<file path="config.mk">
export PLATFORM = sky130hd
export DESIGN_NAME = reset_seq
export DESIGN_NICKNAME = d
export VERILOG_FILES = /design/src/rtl/reset_seq.sv
export SDC_FILE = /design/constraint.sdc
export NUM_CORES = 1
export LEC_CHECK = 0
export ABC_AREA = 0
export ABC_CLOCK_PERIOD_IN_PS = 2000
export CAP_MARGIN = 20
export CORE_UTILIZATION = 25
export CTS_BUF_LIST = sky130_fd_sc_hd__clkbuf_2 sky130_fd_sc_hd__clkbuf_4 sky130_fd_sc_hd__clkbuf_8
export DETAILED_ROUTE_END_ITERATION = 10
export PLACE_DENSITY = 0.5
export SETUP_SLACK_MARGIN = 0.3
export SLEW_MARGIN = 30
export SYNTH_ARGS = -nofsm -noshare
export SYNTH_HDL_FRONTEND = slang
export SYNTH_SLANG_ARGS = --single-unit
</file>
<file path="constraint.sdc">
create_clock -name clk -period 2 [get_ports clk]
set_clock_uncertainty 0.05 [all_clocks]
set_input_delay 0.6 -clock clk [delete_from_list [all_inputs] [get_ports clk]]
set_output_delay 0.6 -clock clk [all_outputs]
set_load 0.05 [all_outputs]
</file>
<file path="src/rtl/reset_seq.sv">
// reset_seq: staged release of NCH active-low resets after a master or external reset, plus per-channel software resets
module reset_seq #(
  parameter int NCH  = 4,
  parameter int HOLD = 16,
  parameter int GAP  = 4
) (
  input  logic           clk,
  input  logic           reset,
  input  logic           ext_req,
  input  logic [NCH-1:0] sw_rst,
  output logic [NCH-1:0] rst_n,
  output logic           done,
  output logic           busy,
  output logic [7:0]     restart_cnt
);
  localparam int CNTW = $clog2((HOLD > GAP ? HOLD : GAP) + 1);
  localparam int IW   = NCH > 1 ? $clog2(NCH) : 1;
  typedef enum logic [1:0] {ASSERT, RELEASE, RUN} state_t;
  state_t                   r_state, w_state_nxt;
  logic [CNTW-1:0]          r_cnt, w_cnt_nxt;
  logic [IW-1:0]            r_idx, w_idx_nxt;
  logic [NCH-1:0]           r_rst_n, w_rst_n_nxt;
  logic [NCH-1:0][CNTW-1:0] r_sw_cnt, w_sw_cnt_nxt;
  logic                     r_done, w_done_nxt, r_busy, r_ext_q;
  logic [7:0]               r_restart_cnt;
  logic                     w_restart, w_hold_end, w_gap_end, w_last;
  assign w_restart  = reset | ext_req;
  assign w_hold_end = r_cnt == CNTW'(HOLD - 1);
  assign w_gap_end  = r_cnt == CNTW'(GAP - 1);
  assign w_last     = r_idx == IW'(NCH - 1);
  always_ff @(posedge clk) begin
    if (w_restart) begin
      r_state  <= ASSERT;
      r_cnt    <= '0;
      r_idx    <= '0;
      r_rst_n  <= '0;
      r_done   <= 1'b0;
      r_busy   <= 1'b1;
      r_sw_cnt <= '0;
    end else begin
      r_state  <= w_state_nxt;
      r_cnt    <= w_cnt_nxt;
      r_idx    <= w_idx_nxt;
      r_rst_n  <= w_rst_n_nxt;
      r_done   <= w_done_nxt;
      r_busy   <= ~w_done_nxt;
      r_sw_cnt <= w_sw_cnt_nxt;
    end
  end
  // only a fresh ext_req edge counts a restart; master reset wins
  always_ff @(posedge clk) begin
    r_ext_q <= ext_req;
    if (reset) r_restart_cnt <= '0;
    else if (ext_req && !r_ext_q && r_restart_cnt != 8'hFF) r_restart_cnt <= r_restart_cnt + 8'd1;
  end
  always_comb begin
    w_state_nxt = r_state;
    if (r_state == ASSERT && w_hold_end) w_state_nxt = NCH == 1 ? RUN : RELEASE;
    else if (r_state == RELEASE && w_gap_end && w_last) w_state_nxt = RUN;
  end
  always_comb begin
    w_cnt_nxt    = r_cnt;
    w_idx_nxt    = r_idx;
    w_rst_n_nxt  = r_rst_n;
    w_done_nxt   = r_done;
    w_sw_cnt_nxt = r_sw_cnt;
    case (r_state)
      ASSERT: begin
        w_cnt_nxt = w_hold_end ? '0 : r_cnt + CNTW'(1);
        if (w_hold_end) begin
          w_idx_nxt      = IW'(1);
          w_rst_n_nxt[0] = 1'b1;
          w_done_nxt     = NCH == 1;
        end
      end
      RELEASE: begin
        w_cnt_nxt = w_gap_end ? '0 : r_cnt + CNTW'(1);
        if (w_gap_end) begin
          w_idx_nxt          = w_last ? r_idx : r_idx + IW'(1);
          w_rst_n_nxt[r_idx] = 1'b1;
          w_done_nxt         = w_last;
        end
      end
      default: begin
        // a low channel in RUN is always a software reset counting down
        for (int i = 0; i < NCH; i++) begin
          if (sw_rst[i]) begin
            w_rst_n_nxt[i]  = 1'b0;
            w_sw_cnt_nxt[i] = CNTW'(HOLD - 1);
          end else if (!r_rst_n[i]) begin
            w_rst_n_nxt[i]  = r_sw_cnt[i] == '0;
            w_sw_cnt_nxt[i] = r_sw_cnt[i] == '0 ? '0 : r_sw_cnt[i] - CNTW'(1);
          end
        end
      end
    endcase
  end
  assign rst_n       = r_rst_n;
  assign done        = r_done;
  assign busy        = r_busy;
  assign restart_cnt = r_restart_cnt;
endmodule

</file>
Word-level counts from Yosys, hierarchy flattened

Cells that the tools add are included.

Word-level logic and storage cells: 101
Bits in registers: 44
Input bits: 7

Bitwise logic cells: 5
Add/sub/neg operators: 7
Magnitude comparators: 2
Reductions and logical operators: 23
Mux-type cells: 38
Equal/unequal tests: 12

Operator list:

| kind                                                                  | number |
|---|---|
| 5-bit two-way mux                                                     | 14 |
| 5-bit zero test                                                       | 4 |
| 5-bit by 1-bit subtractor with 5-bit output (second input constant)   | 4 |
| 1-bit two-way mux                                                     | 14 |
| 2-bit != test (second input constant)                                 | 7 |
| 2-bit AND reduction                                                   | 6 |
| 5-bit case mux with 2 select lines                                    | 1 |
| 8-bit by 1-bit adder with 8-bit output (second input constant)        | 1 |
| 8-bit != test (second input constant)                                 | 1 |
| 1-bit logical AND                                                     | 6 |
| 2-bit two-way mux                                                     | 3 |
| 3-bit case mux with 2 select lines                                    | 1 |
| 5-bit by 1-bit adder with 5-bit output (second input constant)        | 1 |
| 5-bit by 2-bit == test with 1-bit output (second input constant)      | 1 |
| 5-bit by 4-bit == test with 1-bit output (second input constant)      | 1 |
| 4-bit two-way mux                                                     | 1 |
| 4-bit bitwise OR                                                      | 1 |
| 1-bit case mux with 2 select lines                                    | 2 |
| 2-bit case mux with 2 select lines                                    | 1 |
| 4-bit AND reduction                                                   | 1 |
| 2-bit nonzero test                                                    | 2 |
| 2-bit OR reduction                                                    | 2 |
| 2-bit by 3-bit < comparator with 1-bit output (second input constant) | 1 |
| 1-bit inverter                                                        | 3 |
| other kinds (8)                                                       | 8 |

Logic depth before layout (Yosys ltp)

Depth after elaboration: 7
Depth in mapped cells: 7

Worst setup path after synthesis

OpenSTA, ideal clock, no wires.

Kind: flip-flop to flip-flop
Start point: reg r_restart_cnt[3], in the netlist restart_cnt[3]
End point: reg r_restart_cnt[7], in the netlist restart_cnt[7]
Stages on the path, launching flop included: 5
Required time: 1.827 ns
Slack: 0.221 ns
Arrival time: 1.606 ns
Buffers on the path: 0
Setup time: 0.123 ns
Cell sequence: dfxtp_1 -> and3_1 -> nand2_1 -> nor3b_2 -> mux2_1

Longest elaborated chain between the ends: 2

RTL lines:

| element                                                                        | RTL line | text |
|---|---|---|
| start: declaration                                                             | 25       | `logic [7:0] r_restart_cnt;` |
| start signal: assignment                                                       | 54       | `else if (ext_req && !r_ext_q && r_restart_cnt != 8'hFF) r_restart_cnt <= r_restart_cnt + 8'd1;` |
| branches (longest 2 deep; another with 8-bit by 1-bit adder with 8-bit output) | --       |  |

Several ways; the timed one is not identified.
A chain may end at the register's enable or synchronous reset.

Worst setup path after layout

Start point: reg r_cnt[1]
End point: reg r_rst_n[3], in the netlist rst_n[3]

Longest elaborated chain between the ends: 3

RTL lines:

| element                                  | RTL line | text |
|---|---|---|
| start: declaration                       | 20       | `logic [CNTW-1:0] r_cnt, w_cnt_nxt;` |
| start signal: assignment                 | 42       | `r_cnt <= w_cnt_nxt;` |
| 5-bit by 2-bit == test with 1-bit output | 29       | `assign w_gap_end = r_cnt == CNTW'(GAP - 1);` |
| 2-bit != test (no source line)           | --       |  |
| 2-bit AND reduction (no source line)     | --       |  |
| end signal: assignment                   | 44       | `r_rst_n <= w_rst_n_nxt;` |
| end: declaration                         | 22       | `logic [NCH-1:0] r_rst_n, w_rst_n_nxt;` |

No other way between the ends.

==> impl_metrics.csv <==
group,metric,value,unit
status,status,"finished clean",
synth,synth_edf_count,0,
final_layout,fin_area,2869,um2
final_layout,utilization,33.22,%
final_layout,num-nets-final,324,
cts,htreeDepth,2,
sta,fmax,0.6056,GHz
final_layout,fill_cells,892,
global_route,grt_max_degree,13,
floorplan,floorplan.die_area,9254,um2
setup_path,critical_path_class,"flop to flop",
floorplan,die_h,96.20,um
cts,clkSinkCount,44,
floorplan,core,8636,um2
cts,cts_tree,"built",
cts,cts_buffers,5,
synth,yosys.area_share.adder,6.768,%
routing,wire_per_inst,12.44,um
setup_path,required,2.17,ns
synth,yosys.area_share.xor_xnor,0.3948,%
setup_path,worstPathMaxFanout,3,
cts,path_clk_slew,0.09,ns
setup_path,worstSetupStartpointType,"flop",
final_layout,multi_input_area,1311,um2
setup_path,critPathCaptureType,"flop",
global_route,antenna_found_initial,0,
cts,cts-root-buf,"clkbuf_8",
routing,drc,0,
final_layout,instances_no_fill,413,
routing,initialDrtViolationCount,87,
global_route,grt_pass1_wl,8.404,mm
cts,clock_path_buffers,2,
setup_path,cp-startpoint,"r_cnt[1]$_SDFFE_PP0N_",
synth,synth-main-ff-cell,"dfxtp_1",
power,power,1540,uW
routing,ant_nets,0,
sta,slew_headroom,65.56,%
global_route,gr-usage-met1,14.36,%
synth,ys_warn_count,0,
global_route,use_met3,3.318,%
placement,dp.final_hpwl,3.696,mm
routing,via_per_inst,4.971,
sta,min_period,1.651,ns
synth,synth_compound_area_share,24.93,%
cts,hold_buffers,0,
synth,synthArstFlopShare,0,%
setup_path,crit_arrival,1.82,ns
floorplan,die_x,96.20,um
global_route,top_usage_layer,"met2",
synth,ys_seq_area_share,39.71,%
final_layout,drive_above_1_share,26.89,%
global_route,use_met2,19.86,%
power,ir_drop,0.2367,mV
routing,num_vias,2053,
global_route,track_usage,11.85,%
global_route,grt-ovfl-total,0,
synth,syn-instance-count,257,
sta,worst_pin_slew,0.5094,ns
synth,ys_types,48,
sta,setup-violations-final,0,
synth,synth_top_family_by_area,"compound AO/OA/AOI/OAI gates",
routing,drt_first_pass_iters,4,
routing,finalWirelength,5.138,mm
sta,grt_setup_unrepaired,"yes",
setup_path,r2r_start,"r_cnt[1]$_SDFFE_PP0N_",
sta,period_share,82.56,%
synth,syn_avg_cell_area,8.632,um2
floorplan,rows,34,
placement,io_buffers,20,
cts,clock_latency,0.30,ns
power,leakagePower,0.001142,uW
final_layout,final-seq-area,889.6,um2
placement,dp.cells,400,
synth,synth-seq-cells,44,
sta,holdWs,0.4310,ns
global_route,first_global_vias,1871,
floorplan,io_pins,21,
job,timing.max_cap.violations,0,
synth,syn_area,2218,um2
worst_hold_path,hp-class,"flop to flop",
final_layout,antenna_cells,0,
floorplan,start_util,25.69,%
synth,synth-simple-area-share,22.11,%
sta,final_max_slew_viol_count,0,
final_layout,syn2layout_area_growth,29.33,%
placement,place_area,2659,um2
placement,gp_congestion,0.7339,
synth,synthMuxAreaShare,1.410,%
power,p_per_area,536.8,nW/um2
synth,syn-num-nets,276,
sta,hold_viol_final,0,
worst_hold_path,worstHoldStart,"r_sw_cnt[4]$_SDFFE_PP0P_",
==> worst max-delay path: stages, from the launching register on <==
cell	delay, ns
dfxtp_2	0.38
ha_4	0.14
buf_4	0.10
nor4b_4	0.25
buf_4	0.17
a31oi_1	0.10
o21bai_4	0.19
a221oi_2	0.20
==> cells in the mapped netlist (2+ instances only) <==
master    count  area [um2]
a311oi_1      2       17.52
ha_1         12       150.1
nor2b_1       6       37.54
or3_1         4       25.02
nor3b_2       2       25.02
nor3_1        9       45.04
o21bai_1      2       15.01
and3_1        6       37.54
o21ai_0      28       140.1
nand4_1       3       18.77
buf_2         2       10.01
dfxtp_1      44       880.8
clkbuf_1      5       18.77
nor4b_1       3       26.28
mux2i_1       2       20.02
nand2b_1      4       25.02
nand3_1       3       15.01
o21ai_1       3       15.01
a31oi_1       3       18.77
a221oi_1      2       17.52
a211oi_1      8       60.06
o211a_1       3       30.03
a21bo_2       2       20.02
and4_1        2       17.52
nor3b_1       2       15.01
nand2_1      13       48.80
a211oi_2      3       37.54
nor2_1       20       75.07
inv_1        19       71.32
a21oi_1      22       110.1
==> power by group <==
part,internal (uW),switching (uW),leakage (uW)
sequential,881,5.77,0.000358
clock,252,305,0.0000445
combinational,43.9,51.7,0.000739
==> layout make-up <==
cell class	count	area share [%]
clock buffers	6	2.660
clock inverters	1	0.1744
inverters	20	2.617
multi-input cells	186	45.70
flip-flops and latches	44	31.01
well taps	108	4.710
repair buffers	48	13.13
==> repair_timing <==
item | 4_1_cts | 5_1_grt
cloned | 0 | 0
setup endpoints to repair | 17 | 16
setup buffers | 4 | 2
resized for setup | 6 | 19
pin swaps | 2 | 3
==> cells by family (layout without fill, tap and decap cells) <==
logic type	after synthesis	count (layout)
buffers and inverters	27	75
adders and majority gates	12	12
muxes	3	3
and+or+nand+nor	84	84
xor gates and xnor gates	1	1
AOI/OAI and AO/OA	86	86
DFF	44	44
==> registers in the layout, indices dropped and copies added (netlist names), named ones only <==
name / flops
r_idx: 2
restart_cnt: 8
r_cnt: 5
busy: 1
rst_n: 4
r_sw_cnt: 20
r_ext_q: 1
r_state: 2
==> per-layer routing <==
| layer | up-vias | share of wire, % |
|---|---|---|
| li1 | 1030 | - |
| met1 | 975 | 47 |
| met2 | 41 | 47 |
| met3 | 7 | 4.1 |
| met4 | 0 | 1.6 |
| met5 | - | 0 |
==> final timing paths <==
check / to / slack, ns / cells after the start
setup / recovery: rst_n[3]$_SDFFE_PP0P_ / 0.35 / 7
hold / removal: r_sw_cnt[4]$_SDFFE_PP0P_ / 0.43 / 1
setup reg to reg: rst_n[3]$_SDFFE_PP0P_ / 0.35 / 7
hold reg to reg: r_sw_cnt[4]$_SDFFE_PP0P_ / 0.43 / 1
==> metrics by stage <==
stage	setup TNS (ns)	setup WS, ns
3_3_place_gp	-0.2707	-0.09123
2_1_floorplan	0	0.2918
3_5_place_dp	-0.4218	-0.1002
4_1_cts	0	0.3042
6_report	0	0.3488
5_1_grt	0	0.2475
==> cell usage in the layout, fill, tap and decap left out, types with 4 or more instances in the layout <==
| cell | n |
|---|---|
| clkbuf_8 | 5 |
| o21ai_0 | 27 |
| nand2b_1 | 4 |
| clkdlybuf4s50_1 | 4 |
| dfxtp_2 | 7 |
| nor2b_1 | 4 |
| inv_1 | 19 |
| nor2_1 | 19 |
| a211oi_1 | 8 |
| nor3_1 | 9 |
| dfxtp_1 | 37 |
| a21oi_1 | 20 |
| ha_1 | 9 |
| and3_1 | 5 |
| o21ai_1 | 4 |
| buf_4 | 42 |
| or3_1 | 4 |
| nand2_1 | 13 |
(Power assumes the default switching activity.)
